<file path="src/rtl/rr_mux41_pkg.sv">
// Shared types and constants for the rr_mux41_arb round-robin arbiter.
// Optional build macro: ARB_PRIO0_EN (requester 0 gets absolute priority).
package rr_mux41_pkg;

    localparam int N_REQ = 4;
    localparam int SEL_W = 2;

    typedef enum logic {
        IDLE = 1'b0,
        BUSY = 1'b1
    } state_t;

endpackage : rr_mux41_pkg

</file>
<file path="src/rtl/rr_pick4.sv">
// Combinational 4-way rotating priority picker.
// The search starts at ptr and walks ptr+1, ptr+2, ptr+3 (mod 4); the first set bit wins.
// With ARB_PRIO0_EN defined, req[0] overrides the rotation whenever it is set.
module rr_pick4
    import rr_mux41_pkg::*;
(
    input  logic [N_REQ-1:0] req,
    input  logic [SEL_W-1:0] ptr,
    output logic             valid,
    output logic [SEL_W-1:0] index
);

    logic [SEL_W-1:0] cand;

    // Scan from the farthest offset down to ptr so the nearest pending requester is written last.
    always_comb begin
        // NOTE: every output of a combinational block gets a default first, so no path leaves it unassigned and infers a latch.
        valid = 1'b0;
        index = ptr;
        cand  = ptr;
        for (int k = N_REQ - 1; k >= 0; k--) begin
            cand = ptr + SEL_W'(k);
            if (req[cand]) begin
                valid = 1'b1;
                index = cand;
            end
        end
`ifdef ARB_PRIO0_EN
        if (req[0]) begin
            valid = 1'b1;
            index = '0;
        end
`endif
    end

endmodule : rr_pick4

</file>
<file path="src/rtl/rr_mux41_arb.sv">
// Round-robin arbiter in front of a shared 4:1 mux channel with a valid/ready output.
// A grant is held, with sel and out_data frozen, until the consumer accepts the word.
// Within the accept cycle the next winner is chosen, so the channel runs back-to-back.
// Optional build macro: ARB_PRIO0_EN (requester 0 wins whenever eligible; its grants leave ptr alone).
module rr_mux41_arb
    import rr_mux41_pkg::*;
#(
    parameter int W = 8
) (
    input  logic               clk,
    input  logic               rst_n,
    input  logic [N_REQ-1:0]   req,
    input  logic [N_REQ*W-1:0] data_i,
    input  logic               out_ready,
    output logic               out_valid,
    output logic [W-1:0]       out_data,
    output logic [SEL_W-1:0]   sel,
    output logic [N_REQ-1:0]   gnt,
    output logic [N_REQ-1:0]   ack
);

    state_t             state_q, state_d;
    logic [SEL_W-1:0]   ptr_q, ptr_d;
    logic [SEL_W-1:0]   sel_q, sel_d;
    logic [N_REQ-1:0]   gnt_q, gnt_d;
    logic [W-1:0]       data_q, data_d;

    logic               accept;
    logic [SEL_W-1:0]   ptr_adv;
    logic [N_REQ-1:0]   pick_req;
    logic               pick_valid;
    logic [SEL_W-1:0]   pick_idx;
    logic [W-1:0]       pick_data;

    assign out_valid = (state_q == BUSY);
    assign out_data  = data_q;
    assign sel       = sel_q;
    assign gnt       = gnt_q;

    assign accept = out_valid & out_ready;
    assign ack    = gnt_q & {N_REQ{accept}};

    // Pointer moves past the requester just served; priority-0 grants do not rotate it.
`ifdef ARB_PRIO0_EN
    assign ptr_adv = (sel_q == '0) ? ptr_q : sel_q + SEL_W'(1);
`else
    assign ptr_adv = sel_q + SEL_W'(1);
`endif
    assign ptr_d = accept ? ptr_adv : ptr_q;

    // In BUSY only the accept-cycle result is used; the served requester is masked so it cannot be re-granted at once.
    assign pick_req = (state_q == BUSY) ? (req & ~gnt_q) : req;

    rr_pick4 u_pick (
        .req   (pick_req),
        .ptr   (ptr_d),
        .valid (pick_valid),
        .index (pick_idx)
    );

    // 4:1 data mux selecting the winner's word for capture.
    always_comb begin
        pick_data = data_i[0 +: W];
        case (pick_idx)
            2'd0:    pick_data = data_i[0*W +: W];
            2'd1:    pick_data = data_i[1*W +: W];
            2'd2:    pick_data = data_i[2*W +: W];
            default: pick_data = data_i[3*W +: W];
        endcase
    end

    // Next-state logic: grant from IDLE, hold under backpressure, re-arbitrate on accept.
    always_comb begin
        state_d = state_q;
        sel_d   = sel_q;
        gnt_d   = gnt_q;
        data_d  = data_q;
        case (state_q)
            IDLE: begin
                if (pick_valid) begin
                    state_d = BUSY;
                    sel_d   = pick_idx;
                    gnt_d   = N_REQ'(1) << pick_idx;
                    data_d  = pick_data;
                end
            end
            BUSY: begin
                if (accept) begin
                    if (pick_valid) begin
                        sel_d  = pick_idx;
                        gnt_d  = N_REQ'(1) << pick_idx;
                        data_d = pick_data;
                    end else begin
                        state_d = IDLE;
                        gnt_d   = '0;
                    end
                end
            end
            default: begin
                state_d = IDLE;
                gnt_d   = '0;
            end
        endcase
    end

    // State and output registers; reset drops any in-flight transaction.
    always_ff @(posedge clk or negedge rst_n) begin
        if (!rst_n) begin
            state_q <= IDLE;
            ptr_q   <= '0;
            sel_q   <= '0;
            gnt_q   <= '0;
            data_q  <= '0;
        end else begin
            // NOTE: non-blocking assignments make every register sample its pre-edge inputs, independent of statement order.
            state_q <= state_d;
            ptr_q   <= ptr_d;
            sel_q   <= sel_d;
            gnt_q   <= gnt_d;
            data_q  <= data_d;
        end
    end

endmodule : rr_mux41_arb

</file>
<file path="config.mk">
export PLATFORM = sky130hd
export DESIGN_NAME = rr_mux41_arb
export DESIGN_NICKNAME = d
export VERILOG_FILES = /design/src/rtl/rr_mux41_pkg.sv /design/src/rtl/rr_pick4.sv /design/src/rtl/rr_mux41_arb.sv
export SDC_FILE = /design/constraint.sdc
export NUM_CORES = 1
export LEC_CHECK = 0
export CAP_MARGIN = 10
export CORE_MARGIN = 2
export CORE_UTILIZATION = 34
export DETAILED_ROUTE_END_ITERATION = 7
export PLACE_DENSITY = 0.76
export RECOVER_POWER = 100
export SYNTH_ARGS = -nofsm -noshare
export SYNTH_HDL_FRONTEND = slang
export SYNTH_HIERARCHICAL = 1
export SYNTH_SLANG_ARGS = --single-unit
</file>
<file path="constraint.sdc">
create_clock -name clk -period 2.7 [get_ports clk]
set_clock_uncertainty 0.1 [all_clocks]
set_input_delay 0.54 -clock clk [delete_from_list [all_inputs] [get_ports clk]]
set_output_delay 0.54 -clock clk [all_outputs]
set_load 0.1 [all_outputs]
</file>
---- Word-level counts from Yosys, hierarchy flattened ----
Cells that the tools add are included.
word-level totals
  register bits after elaboration ......... 17
  word-level logic and storage cells ...... 57
  input port bits ......................... 39
operators by class
  equality and inequality tests ........... 4
  muxes and demuxes ....................... 32
  shift operators ......................... 1
  bitwise logic cells ..................... 5
  add/subtract/negate cells ............... 4
  $lt $le $gt $ge ......................... 4
  reductions and logical operators ........ 2
operator list
  kind                                                   number
  case mux 8 bit (3 select lines)                        1
  two-way mux 4 bit                                      4
  two-way mux 8 bit                                      2
  case mux 8 bit (2 select lines)                        1
  two-way mux 2 bit                                      7
  < comparator 2 x 3 -> 1 bit, second input constant     4
  two-way mux 1 bit                                      10
  bitwise AND 4 bit                                      2
  binary-select mux 1 bit (select 2 bit)                 4
  case mux 4 bit (2 select lines)                        1
  adder 2 x 1 -> 2 bit, second input constant            2
  adder 2 bit, second input constant                     2
  inverter 4 bit                                         1
  case mux 2 bit (2 select lines)                        1
  left shift 1 x 2 -> 4 bit, first input constant        1
  equality test 2 x 1 -> 1 bit, second input constant    1
  equality test 2 bit, second input constant             1
  zero test 2 bit                                        1
  inequality test 2 x 1 -> 1 bit, second input constant  1
  inequality test 2 bit, second input constant           1
  case mux 1 bit (2 select lines)                        1
  AND reduction 2 bit                                    1
  bitwise AND 1 bit                                      1
  inverter 1 bit                                         1

---- Logic depth before layout (Yosys ltp) ----
Gate-level depths: netlist (run 1).
  depth in word-level cells ............... 14
  mapped depth ............................ 10
  depth with buffers taken out ............ 8

---- Cells and area by module ----
Netlist (run 1), hierarchy kept.
modules (own cells, without submodules)
  module        times used  cells an instance  area each (µm²)
  rr_mux41_arb  1           65                 908.4
  rr_pick4      1           16                 100.1

---- Worst setup path after synthesis (run 1) ----
No wires, ideal clock.
  path type ............................... flip-flop to flip-flop
  start ................................... register state_q, in the netlist out_valid
  end ..................................... register data_q[1], in the netlist out_data[1]
  path slack .............................. -832 ps
  cell stages (with the launch flop) ...... 10
  library setup time ...................... 126 ps
  period minus slack after synthesis ...... 3532 ps
  arrival ................................. 3306 ps
  path buffers ............................ 2
  cell sequence ........................... dfrtp_1 clkbuf_1 nand2_1 o21ai_0 and2b_2 or4_1 nand2_1 clkbuf_1 mux4_2 mux2_2
on the way
  longest elaborated chain between the ends .. 14
  elaborated cells between the ends (all ways) .. 31
  those cells by class .................... add/sub (3); eq/ne (3); mux (22); bitwise (2); reduce/logical (1)
RTL lines
  element                                            RTL line                                text
  start, declared                                    rr_mux41_arb.sv:22                      state_t state_q, state_d;
  start signal, assigned                             rr_mux41_arb.sv:116                     state_q <= state_d;
  bitwise AND 1 bit (*)                              rr_mux41_arb.sv:40                      assign accept = out_valid & out_ready;
  two-way mux 2 bit (*)                              rr_mux41_arb.sv:49                      assign ptr_d = accept ? ptr_adv : ptr_q;
  named net ptr_d[0]                                 rr_mux41_arb.sv:23                      logic [SEL_W-1:0] ptr_q, ptr_d;
  adder 2 bit                                        rr_pick4.sv:22                          cand = ptr + SEL_W'(k);
  binary-select mux 1 bit (select 2 bit)             rr_pick4.sv:23                          if (req[cand]) begin
  two-way mux 1 bit (not written as such)            rr_pick4.sv:23
  two-way mux 2 bit (3 in series)                    rr_pick4.sv:23
  two-way mux 2 bit (*)                              rr_pick4.sv:23
  named net pick_idx[1]                              rr_mux41_arb.sv:32                      logic [SEL_W-1:0] pick_idx;
  equality test 2 bit, or another cell as far along  rr_mux41_arb.sv:64                      case (pick_idx)
  case mux 8 bit (3 select lines) (*)                rr_mux41_arb.sv:64
  two-way mux 8 bit (*)                              rr_mux41_arb.sv:80, rr_mux41_arb.sv:89
  two-way mux 8 bit                                  rr_mux41_arb.sv:88                      if (accept) begin
  case mux 8 bit (2 select lines) (*)                rr_mux41_arb.sv:78                      case (state_q)
  end signal, assigned                               rr_mux41_arb.sv:120                     data_q <= data_d;
  end, declared                                      rr_mux41_arb.sv:26                      logic [W-1:0] data_q, data_d;
Mark *: on every way through the listed nets, which the timed path passes. The rest lies on a longest branch. The select of a mux whose other input is x is not followed.
A chain may end at the register's enable or synchronous reset.

---- Worst setup path after layout (run 1) ----
  start ................................... input port req[0]
  end ..................................... register data_q[4], in the netlist out_data[4]
on the way
  longest elaborated chain between the ends .. 13
  elaborated cells between the ends (all ways) .. 25
  those cells by class .................... eq/ne (2); mux (21); bitwise (1); reduce/logical (1)
RTL lines
  element                                            RTL line                                text
  start, declared                                    rr_mux41_arb.sv:12                      input logic [N_REQ-1:0] req,
  bitwise AND 4 bit                                  rr_mux41_arb.sv:52                      assign pick_req = (state_q == BUSY) ? (req & ~gnt_q) : req;
  two-way mux 4 bit (*)                              rr_mux41_arb.sv:52
  named net pick_req[0]                              rr_mux41_arb.sv:30                      logic [N_REQ-1:0] pick_req;
  binary-select mux 1 bit (select 2 bit)             rr_pick4.sv:23
  two-way mux 1 bit (not written as such)            rr_pick4.sv:23
  two-way mux 2 bit (3 in series)                    rr_pick4.sv:23
  two-way mux 2 bit (*)                              rr_pick4.sv:23
  named net pick_idx[1]                              rr_mux41_arb.sv:32
  equality test 2 bit, or another cell as far along  rr_mux41_arb.sv:64
  case mux 8 bit (3 select lines) (*)                rr_mux41_arb.sv:64
  two-way mux 8 bit (*)                              rr_mux41_arb.sv:80, rr_mux41_arb.sv:89
  two-way mux 8 bit                                  rr_mux41_arb.sv:88
  case mux 8 bit (2 select lines) (*)                rr_mux41_arb.sv:78
Marks and branches as above.

==> impl_results.md, run 1 <==
- Placed insts: 175
- Antenna violations before repair: 0
- Post-synth top area share: 42.2%
- Final Hold Viols: 0
- Startpoint types: primary input
- H-tree levels: 1
- Synth Area in XOR/XNOR: 0.868%
- Hold endpoint: out_data[5]
- Final setup violation count: 0
- Mux cell area share after synthesis: 29.7%
- Die W: 58.5 µm
- WS Path Type: primary input to register
- Status: complete, no violations
- Initial core utilization: 36.3%
- Ys async rst share: 100%
- Share of layout cells above drive strength 1: 35.3%
- Largest net degree at the start of global routing: 18
- Synth area leaders: dfrtp_1 42%, mux4_2 13%, mux2_2 10%
- Clock root buffer: clkbuf_4
- Reg2Reg Capture Point: out_data[4]
- Pins over their slew limit: 0
- Residual DRC count: 0
- Hold buffer count at cts: 0
- Number of cells in the finished layout apart from fillers: 181
- Max cap viols: 0
- Worst slew pin tran: 1.20 ns
- TritonCTS Buffers: 3
- CP Max Fanout: 11
- Worst Reg2Reg Path Length in Cells: 9
- Cell area after synthesis: 1010 µm²
- Largest family of logic cells by synthesized area: multiplexers
- CTS max path bufs: 2
- Worst r2r src: out_valid
- Routed vias: 915
- Largest area contributor in the netlist: dfrtp_1
- DRT Pass-1 Iters: 4
- CP Data Required Time: 2.77 ns
- GRT overflow: 0
- Adder-Cell Fraction of Synth Area: 0%
- RSZ-0062 raised after global routing: yes
- Post-detail-place hpwl: 2200 µm
- Slew HR: 20.5%
- Port bufs: 57
- Compound-cell area share of the yosys netlist: 11.5%
- Die height: 58.5 µm
- First-pass GRT wire length: 4150 µm
- Post-Synth Simple-Gate Area: 12.7%
- Final Wtd Congestion: 0.741
- Yosys reg bits: 17
- R2R setup slack: 0.09 ns
- Final min period: 2.67 ns
- Mapped Nets: 120
- Clk slew on worst S/H paths: 0.09 ns
- CP Capture Type: register
- I/O pins: 58
- Vias in the first global route: 939
- Synth Flop Type: dfrtp_1
- Layout net count: 190
- Num rows: 19
- Fin crit share: 98.7%
- Wirelength per Cell: 14.8 µm
- Critical Path AT: 2.74 ns
- Sequential fraction of the synthesis area: 42.2%
- Core area: 2780 µm²
- Die Area: 3420 µm²
- Crit path max-delay cell type: or4_1
- TritonCTS clock tree: built
- Routed WL: 2680 µm
- ANT cells: 0
- Hold depth: 1
- Skew-Pair Late Insertion Delay: 0.28 ns
- Post-route ant nets: 0
- YS warnings: 6
- Hold Crit Class: register to register
- P&R area growth vs syn: 72.8%
- # clock sinks: 17
- Critical Path, Cell by Cell: clkdlybuf4s50_1 > a21boi_1 > buf_4 > and2b_2 > or4_1 > nand2_2 > buf_12 > mux4_2 > mux2_2
- Post-synth EDFFs: 0
- Initial DRC Count: 15
- Total GRT Usage: 15.9%
- Cell count after synthesis: 81
- Worst path max stage delay: 0.48 ns
- Hold_sp: out_data[5]
- Synth cell types: 28
- Fmax: 375 MHz
- Syn Area/Cell: 12.5 µm²
- DR vias/cell: 5.06
==> area by class of cell <==
class                   instances  area [µm²]
inverters                       2        7.51
multi-input cells              58         596
fillers                       230        1040
repair buffers                 69         638
flip-flops and latches         17         437
well taps                      31        38.8
clock buffers                   4        26.3
==> stage by stage <==
stage | TNS [ns] | cell area [µm²] | util [%] | setup WS [ns] | hold WS [ns]
6_report | 0 | 1740 | 62.7 | 0.0340 | 0.411
3_3_place_gp | -2.83 | 1730 | 62.2 | -0.337 | 0.391
3_5_place_dp | -3.69 | 1730 | 62.2 | -0.450 | 0.394
4_1_cts | 0 | 1780 | 64.0 | 0.00694 | 0.416
2_1_floorplan | -0.0897 | 1060 | - | -0.0240 | 0.144
5_1_grt | -0.0244 | 1740 | 62.7 | -0.0126 | 0.440
==> worst max-delay path: cells and delay by family <==
kind                   cells  cell delay [ns]
AOI/OAI and AO/OA          1             0.16
buffers and inverters      3             0.68
muxes                      2             0.57
and+or+nand+nor            3             0.78
==> sequential cells by signal (all words and copies together) (netlist names) <==
| register | cells |
|---|---|
| out_valid | 1 |
| out_data | 8 |
| ptr_q | 2 |
| gnt | 4 |
| sel | 2 |
==> cell usage after synthesis, types with 2 or more instances <==
master / count
inv_1: 2
o31ai_1: 2
and2b_2: 2
nor2_1: 2
clkbuf_1: 2
a21boi_0: 4
mux2_2: 9
mux4_2: 6
and3_1: 5
o21ai_0: 4
nand2_1: 8
nand2b_1: 2
mux4_1: 2
dfrtp_1: 17
==> repair_timing <==
action / 4_1_cts / 5_1_grt
buffers inserted: 1 / 1
endpoints found under the setup margin: 8 / 8
resized for setup: 5 / 1
==> metal layers <==
metal	track usage [%]	routed length (µm)
met3	2.42	108
met2	30.2	1470
met4	4.32	21
met5	0	0
met1	18.3	1080
==> worst max path at each step <==
stage | start | end | slack [ns]
final | req[0] | out_data[4] | 0.03
after global routing | req[3] | out_data[7] | -0.01
after global placement | out_ready | out_data[2] | -0.34
after detailed placement | out_ready | out_data[0] | -0.45
after CTS | req[3] | out_data[0] | 0.007
after floorplan | out_valid | out_data[1] | -0.02
==> logic make-up (layout without fill, tap and decap cells) <==
logic type	count (synthesis)	after routing
AO/OA/AOI/OAI	16	16
AND/OR/NAND/NOR	23	23
buffers and inverters	6	75
multiplexers	18	18
XOR/XNOR	1	1
flip-flops	17	17
==> cell usage in the layout (no fill, tap or decap), types with 2 or more instances in the layout <==
cell type | Yosys | layout
and3_1 | 5 | 5
o31ai_1 | 2 | 2
nand2_1 | 8 | 6
o21ai_2 | 0 | 2
buf_12 | 0 | 6
nor2_1 | 2 | 2
a21boi_0 | 4 | 2
clkbuf_4 | 0 | 3
nand2b_1 | 2 | 2
dfrtp_2 | 0 | 6
buf_4 | 0 | 12
and2b_2 | 2 | 2
inv_1 | 2 | 2
clkdlybuf4s50_1 | 0 | 36
mux2_2 | 9 | 8
mux4_1 | 2 | 2
mux4_2 | 6 | 6
clkbuf_1 | 2 | 14
dfrtp_1 | 17 | 10
Power of run 1 is left out: the tool's default activity adds up to more than one toggle a clock period on the data nets, which glitch-free logic cannot reach.
==> run 2, diff against run 1 <==
HOLD_SLACK_MARGIN = 0.03   (was default)
TNS_END_PERCENT = 5   (was default)
==> results of run 2 <==
No change in the layout: final DEF, timing and power equal those of run 1.
Power of run 2 is left out for the same reason.
